===== config.mk =====
export PLATFORM = sky130hd
export DESIGN_NAME = led_block_tx
export DESIGN_NICKNAME = d
export VERILOG_FILES = /design/src/rtl/led_block_tx.sv
export SDC_FILE = /design/constraint.sdc
export NUM_CORES = 2
export LEC_CHECK = 0
export CAP_MARGIN = 20
export CORE_MARGIN = 5
export CORE_UTILIZATION = 35
export DETAILED_ROUTE_END_ITERATION = 8
export HOLD_SLACK_MARGIN = 0.06
export PLACE_DENSITY = 0.51
export SYNTH_ARGS = -nofsm -noshare
export SYNTH_HDL_FRONTEND = slang
export SYNTH_SLANG_ARGS = --single-unit

===== constraint.sdc =====
create_clock -name hdmi_clk -period 14.5 [get_ports hdmi_clk]
set_input_delay 1.45 -clock hdmi_clk [delete_from_list [all_inputs] [get_ports hdmi_clk]]
set_output_delay 1.45 -clock hdmi_clk [all_outputs]
set_load 0.02 [all_outputs]

===== src/rtl/led_block_tx.sv =====
// led_block_tx: turns 60-bit block colour sums into 8-bit GRB pixels,
// queues them in a small FIFO and serialises them onto a WS2812-style strip.
// A latch gap is sent after every LED_COUNT pixels.
// Optional feature macro: LED_BRIGHT_EN adds a brightness scaling stage
// (a * BRIGHT) >> 8 after clamping, costing one extra pipeline cycle.

module led_block_tx #(
    parameter int BLOCK_PIXELS = 20,
    parameter int RECIP        = 3277,
    parameter int FIFO_DEPTH   = 16,
    parameter int LED_COUNT    = 64,
    parameter int BIT_CYCLES   = 93,
    parameter int T0H_CYCLES   = 30,
    parameter int T1H_CYCLES   = 59,
    parameter int RESET_CYCLES = 22275,
    parameter int BRIGHT       = 255
) (
    input  logic                          hdmi_clk,
    input  logic                          reset,
    input  logic                          channel_wire,
    input  logic [59:0]                   data,
    output logic                          led_dout,
    output logic                          busy,
    output logic                          overflow,
    output logic [$clog2(FIFO_DEPTH):0]   fifo_level
);

    localparam int AW = $clog2(FIFO_DEPTH);
    localparam int CW = $clog2(BIT_CYCLES);
    localparam int WW = $clog2(RESET_CYCLES + 1);
    localparam int PW = $clog2(LED_COUNT + 1);

    localparam logic [15:0]   RECIP_W    = 16'(RECIP);
    localparam logic [AW:0]   DEPTH_W    = (AW+1)'(FIFO_DEPTH);
    localparam logic [CW-1:0] CYC_LAST   = CW'(BIT_CYCLES - 1);
    localparam logic [CW-1:0] T0H_W      = CW'(T0H_CYCLES);
    localparam logic [CW-1:0] T1H_W      = CW'(T1H_CYCLES);
    localparam logic [WW-1:0] IDLE_LIMIT = WW'(RESET_CYCLES);
    localparam logic [WW-1:0] LATCH_LAST = WW'(RESET_CYCLES - 1);
    localparam logic [PW-1:0] PIX_LAST   = PW'(LED_COUNT - 1);

    localparam logic [1:0] ST_IDLE  = 2'd0;
    localparam logic [1:0] ST_LOAD  = 2'd1;
    localparam logic [1:0] ST_SEND  = 2'd2;
    localparam logic [1:0] ST_LATCH = 2'd3;

    // Parameter sanity checks evaluated at elaboration.
    generate
        if (FIFO_DEPTH < 2 || (FIFO_DEPTH & (FIFO_DEPTH - 1)) != 0) begin : g_bad_depth
            $error("led_block_tx: FIFO_DEPTH must be a power of two, at least 2");
        end
        if (RECIP * BLOCK_PIXELS < 65536) begin : g_bad_recip
            $error("led_block_tx: RECIP must be ceil(65536/BLOCK_PIXELS)");
        end
        if (BRIGHT < 0 || BRIGHT > 256) begin : g_bad_bright
            $error("led_block_tx: BRIGHT must lie in 0..256");
        end
    endgenerate

    // Divide one 20-bit sum by the block size via the reciprocal, clamped to 8 bits.
    function automatic logic [7:0] average(input logic [19:0] sum);
        logic [35:0] prod;
        logic [19:0] quot;
        prod = {16'd0, sum} * {20'd0, RECIP_W};
        quot = 20'(prod >> 16);
        return (|quot[19:8]) ? 8'hFF : quot[7:0];
    endfunction

    logic        chan_prev;
    logic        cap_valid;
    logic [59:0] cap_data;
    logic        avg_valid;
    logic [23:0] avg_word;
    logic        push_valid;
    logic [23:0] push_word;

    // Capture the block sum once per rising edge of the strobe.
    always_ff @(posedge hdmi_clk or posedge reset) begin
        if (reset) begin
            chan_prev <= 1'b0;
            cap_valid <= 1'b0;
            cap_data  <= '0;
        end else begin
            chan_prev <= channel_wire;
            cap_valid <= channel_wire & ~chan_prev;
            if (channel_wire && !chan_prev) begin
                cap_data <= data;
            end
        end
    end

    // Register the averaged, clamped GRB pixel.
    always_ff @(posedge hdmi_clk or posedge reset) begin
        if (reset) begin
            avg_valid <= 1'b0;
            avg_word  <= '0;
        end else begin
            avg_valid <= cap_valid;
            avg_word  <= {average(cap_data[59:40]), average(cap_data[39:20]),
                          average(cap_data[19:0])};
        end
    end

`ifdef LED_BRIGHT_EN
    localparam logic [8:0] BRIGHT_W = 9'(BRIGHT);

    // Apply the brightness multiplier to one 8-bit component.
    function automatic logic [7:0] scale(input logic [7:0] a);
        logic [16:0] prod;
        logic [8:0]  q;
        prod = {9'd0, a} * {8'd0, BRIGHT_W};
        q    = 9'(prod >> 8);
        return q[8] ? 8'hFF : q[7:0];
    endfunction

    logic        scl_valid;
    logic [23:0] scl_word;

    // Extra pipeline stage holding the brightness-scaled pixel.
    always_ff @(posedge hdmi_clk or posedge reset) begin
        if (reset) begin
            scl_valid <= 1'b0;
            scl_word  <= '0;
        end else begin
            scl_valid <= avg_valid;
            scl_word  <= {scale(avg_word[23:16]), scale(avg_word[15:8]), scale(avg_word[7:0])};
        end
    end

    assign push_valid = scl_valid;
    assign push_word  = scl_word;
`else
    assign push_valid = avg_valid;
    assign push_word  = avg_word;
`endif

    logic [23:0] mem [FIFO_DEPTH];
    logic [AW:0] wr_ptr;
    logic [AW:0] rd_ptr;
    logic        fifo_full;
    logic        fifo_empty;
    logic        push_ok;
    logic        pop;
    logic [23:0] fifo_rd_data;
    logic [1:0]  state;

    assign fifo_level   = wr_ptr - rd_ptr;
    assign fifo_full    = (fifo_level == DEPTH_W);
    assign fifo_empty   = (wr_ptr == rd_ptr);
    assign push_ok      = push_valid & ~fifo_full;
    assign pop          = (state == ST_LOAD);
    assign fifo_rd_data = mem[rd_ptr[AW-1:0]];

    // FIFO storage; contents need no reset because the pointers gate them.
    always_ff @(posedge hdmi_clk) begin
        if (push_ok) begin
            mem[wr_ptr[AW-1:0]] <= push_word;
        end
    end

    // FIFO pointers with an extra wrap bit, plus the sticky drop flag.
    always_ff @(posedge hdmi_clk or posedge reset) begin
        if (reset) begin
            wr_ptr   <= '0;
            rd_ptr   <= '0;
            overflow <= 1'b0;
        end else begin
            if (push_ok) begin
                wr_ptr <= wr_ptr + 1'b1;
            end
            if (pop) begin
                rd_ptr <= rd_ptr + 1'b1;
            end
            if (push_valid && fifo_full) begin
                overflow <= 1'b1;
            end
        end
    end

    logic [23:0]   shift_reg;
    logic [4:0]    bit_cnt;
    logic [CW-1:0] cyc_cnt;
    logic [CW-1:0] next_cyc;
    logic [CW-1:0] high_time;
    logic [WW-1:0] wait_cnt;
    logic [PW-1:0] pix_cnt;

    assign next_cyc  = cyc_cnt + 1'b1;
    assign high_time = shift_reg[23] ? T1H_W : T0H_W;
    assign busy      = (state != ST_IDLE);

    // Serialiser: load a pixel, send 24 pulse-width coded bits MSB first, latch per frame.
    always_ff @(posedge hdmi_clk or posedge reset) begin
        if (reset) begin
            state     <= ST_IDLE;
            shift_reg <= '0;
            bit_cnt   <= '0;
            cyc_cnt   <= '0;
            wait_cnt  <= '0;
            pix_cnt   <= '0;
            led_dout  <= 1'b0;
        end else begin
            case (state)
                ST_IDLE: begin
                    led_dout <= 1'b0;
                    if (!fifo_empty) begin
                        state <= ST_LOAD;
                    end
                    if (wait_cnt == IDLE_LIMIT) begin
                        pix_cnt <= '0;
                    end else begin
                        wait_cnt <= wait_cnt + 1'b1;
                    end
                end
                ST_LOAD: begin
                    shift_reg <= fifo_rd_data;
                    bit_cnt   <= '0;
                    cyc_cnt   <= '0;
                    wait_cnt  <= '0;
                    led_dout  <= 1'b1;
                    state     <= ST_SEND;
                end
                ST_SEND: begin
                    if (cyc_cnt == CYC_LAST) begin
                        cyc_cnt <= '0;
                        if (bit_cnt == 5'd23) begin
                            led_dout <= 1'b0;
                            wait_cnt <= '0;
                            if (pix_cnt == PIX_LAST) begin
                                pix_cnt <= '0;
                                state   <= ST_LATCH;
                            end else begin
                                pix_cnt <= pix_cnt + 1'b1;
                                state   <= fifo_empty ? ST_IDLE : ST_LOAD;
                            end
                        end else begin
                            bit_cnt   <= bit_cnt + 1'b1;
                            shift_reg <= {shift_reg[22:0], 1'b0};
                            led_dout  <= 1'b1;
                        end
                    end else begin
                        cyc_cnt  <= next_cyc;
                        led_dout <= (next_cyc < high_time);
                    end
                end
                default: begin
                    led_dout <= 1'b0;
                    if (wait_cnt == LATCH_LAST) begin
                        wait_cnt <= '0;
                        state    <= ST_IDLE;
                    end else begin
                        wait_cnt <= wait_cnt + 1'b1;
                    end
                end
            endcase
        end
    end

endmodule


==> out/metrics.csv <==
stage,metric,value,unit
detailed_routing,via_per_inst,4.88,
clock_tree,ctsHoldBuffers,0,
detailed_routing,wl_met2,37300,um
floorplan,design.core.area,100000,um2
cells_and_area,drive_gt1_share,12.2,%
sta,rsz0062_at_grt,false,
worst_hold_path,hp-class,flop to flop,
cells_and_area,fin_nets,3462,
detailed_routing,wl_per_cell,18.5,um
grt,first_global_vias,22100,
synthesis,ys_ff_latch,543,
sta,tns,0,ps
critical_path,cp_slowest_cell,nor3_1,
floorplan,design.die.area,107000,um2
sta,worstMarginPinSlew,975,ps
synthesis,synth_edf_count,384,
clock_tree,clkSinkCount,543,
critical_path,worstSetupEndpointType,flop,
critical_path,critical_path.top_delay_family,adder cells,
synthesis,synth_cell_type_count,74,
cells_and_area,nFillCells,9397,
synthesis,synth-async-reset-ratio,29.3,%
cells_and_area,area_growth,12.8,%
detailed_routing,drt_iter0_markers,928,
clock_tree,postCtsSetupBuffers,0,
clock_tree,clock_latency,610,ps
clock_tree,clkTransAtPathRegs,50,ps
critical_path,cp_max_fo,8,
critical_path,worst-path-buf-inv,4,
critical_path,required,14930,ps
sta,hold_violations,0,
placed_design,post-dp-hpwl,53200,um
synthesis,synth_cells,2694,
critical_path,cp-start-kind,flop,
outcome,outcome,finished clean,
synthesis,synth_top_area_share,32.8,%
synthesis,synth.avg_cell_area,13.1,um2
critical_path,crit_arrival,6080,ps
placed_design,place_congestion,0.879,
clock_tree,htreeDepth,3,
critical_path,crit_type,flop to flop,
clock_tree,cts_buffers,67,
sta,relSlewSlack,34.9,%
grt,gr-total-overflow,0,
grt,grt_max_degree,68,
detailed_routing,drc,0,
detailed_routing,wl_met1,35200,um
synthesis,ys_top_cells_by_area,"edfxtp_1, ha_1, fa_1",
grt,grt_pass1_wl,125000,um
sta,clock_skew,26.5,ps
synthesis,syn_area,35200,um2
floorplan,initial_core_util,35.2,%
sta,setup_viol,0,
clock_tree,cts-root-buf,clkbuf_16,
job,cap_violations,0,
critical_path,max_stage_delay,640,ps
placed_design,portBuffers,70,
detailed_routing,routed.top_layer,met4,
sta,fmax,177,MHz
clock_tree,clockBufferDepth,3,
detailed_routing,ant_nets,0,
synthesis,synth-main-ff-cell,edfxtp_1,
sta,drv_slew,0,
detailed_routing,drt_pass1_iterations,5,
synthesis,synth_top_area_cell,edfxtp_1,
grt,track_usage,14.6,%
floorplan,io_pins,71,
cells_and_area,largest_register_ffs,384,
detailed_routing,num_vias,20200,
floorplan,dieWidth,327,um
detailed_routing,wl_met3,3000,um
synthesis,ys_seq_area_share,44.1,%
sta,min_period,5650,ps
synthesis,syn_nets,3365,
cells_and_area,antennaDiodeCount,0,
floorplan,std_cell_rows,116,
synthesis,ys_warn_count,0,
clock_tree,tritoncts,built,
floorplan,fp.dieH,327,um
detailed_routing,routed_wl,76500,um
grt,grt_antenna_before_repair,0,
sta,finalCritPeriodShare,39.0,%
critical_path,worstPathCellList,ha_1 -> inv_1 -> fa_1 -> inv_1 -> fa_1 -> fa_1 -> inv_1 -> fa_1 -> inv_1 -> ha_1 -> nand4_1 -> or3_1 -> and3b_2 -> o311ai_2 -> o21ai_0 -> xor2_1 -> nor3_1 -> nand4b_1,
clock_tree,postCtsResizedCells,0,
==> through the flow <==
step	util (%)	worst slack (ps)	hold slack (ps)	area (um2)	cells
final	39.7	8850	455	39700	4144
after global routing	39.7	8400	468	39700	4144
after CTS	39.6	8840	455	39600	4142
after detailed placement	37.5	8850	440	37500	4018
after global placement	37.5	8960	431	37500	4018
after floorplan	-	8760	331	35200	2694
==> area by class of cell <==
cell class,count,area (um2),area share [%]
clock buffers,91,1850,4.66
repair buffers,95,921,2.32
multi-input cells,1593,17600,44.4
inverters,491,1850,4.66
well taps,1298,1620,4.09
clock inverters,33,307,0.772
flip-flops and latches,543,15500,39.1
==> cells by family after synthesis <==
group	after synthesis	share of synthesized area (%)
mux	203	10.2
buf+inv	558	6.05
fa+ha+maj	608	26.6
xor+xnor	82	2.04
flops	543	44.1
compound gates	304	5.47
simple gates	396	5.60
==> Yosys cell counts, types with 4 or more instances <==
cell type,instances
nand3b_1,4
a21o_1,33
nor4_1,5
and4_1,5
or3_1,10
dfrtp_1,159
and2_1,15
nor2_1,89
mux2_2,55
o21ai_1,7
mux2i_1,28
nor3_1,20
o21a_1,11
o22ai_1,6
o21ai_0,94
buf_2,13
and3_1,16
nand4b_1,6
nand2b_1,8
xor2_1,37
o31ai_1,11
nand3_1,56
nand2_1,115
inv_1,489
fa_1,232
edfxtp_1,384
nor2b_1,12
a41oi_1,4
a21oi_2,5
a31oi_1,11
o21bai_1,8
ha_1,376
mux4_2,120
a21oi_1,81
clkbuf_1,44
buf_1,6
xnor2_1,45
nand4_1,21
==> layer usage <==
| layer | vias to the layer above | GRT usage, % |
|---|---|---|
| met3 | 65 | 2.69 |
| met2 | 267 | 24.5 |
| li1 | 9626 | - |
| met4 | 0 | 2.56 |
| met1 | 10300 | 20.1 |
| met5 | - | 0 |
==> path summary, 6_finish.rpt <==
path | end | depth (start not counted) | start | slack, ps
setup / recovery | avg_word[11] | 18 | cap_data[27] | 8850
hold / removal | overflow | 1 | overflow | 450
setup reg to reg | avg_word[11] | 18 | cap_data[27] | 8850
hold reg to reg | overflow | 1 | overflow | 450
max in group asynchronous | cap_data[45] | 3 | reset | 11870
min in group asynchronous | wait_cnt[12] | 2 | reset | 1310
==> placed cells by master, fill, tap and decap left out, types with 37 or more instances in the layout <==
cell type          n
a21oi_1           81
clkbuf_16         68
clkdlybuf4s50_1   70
dfrtp_1          157
edfxtp_1         384
fa_1             232
ha_1             376
inv_1            487
mux2_2            55
mux4_2           120
nand2_1          115
nand3_1           56
nor2_1            77
o21ai_0           94
xnor2_1           45
xor2_1            37
Power is left out: the tool's default activity adds up to more than one toggle a clock period on the data nets, which glitch-free logic cannot reach.
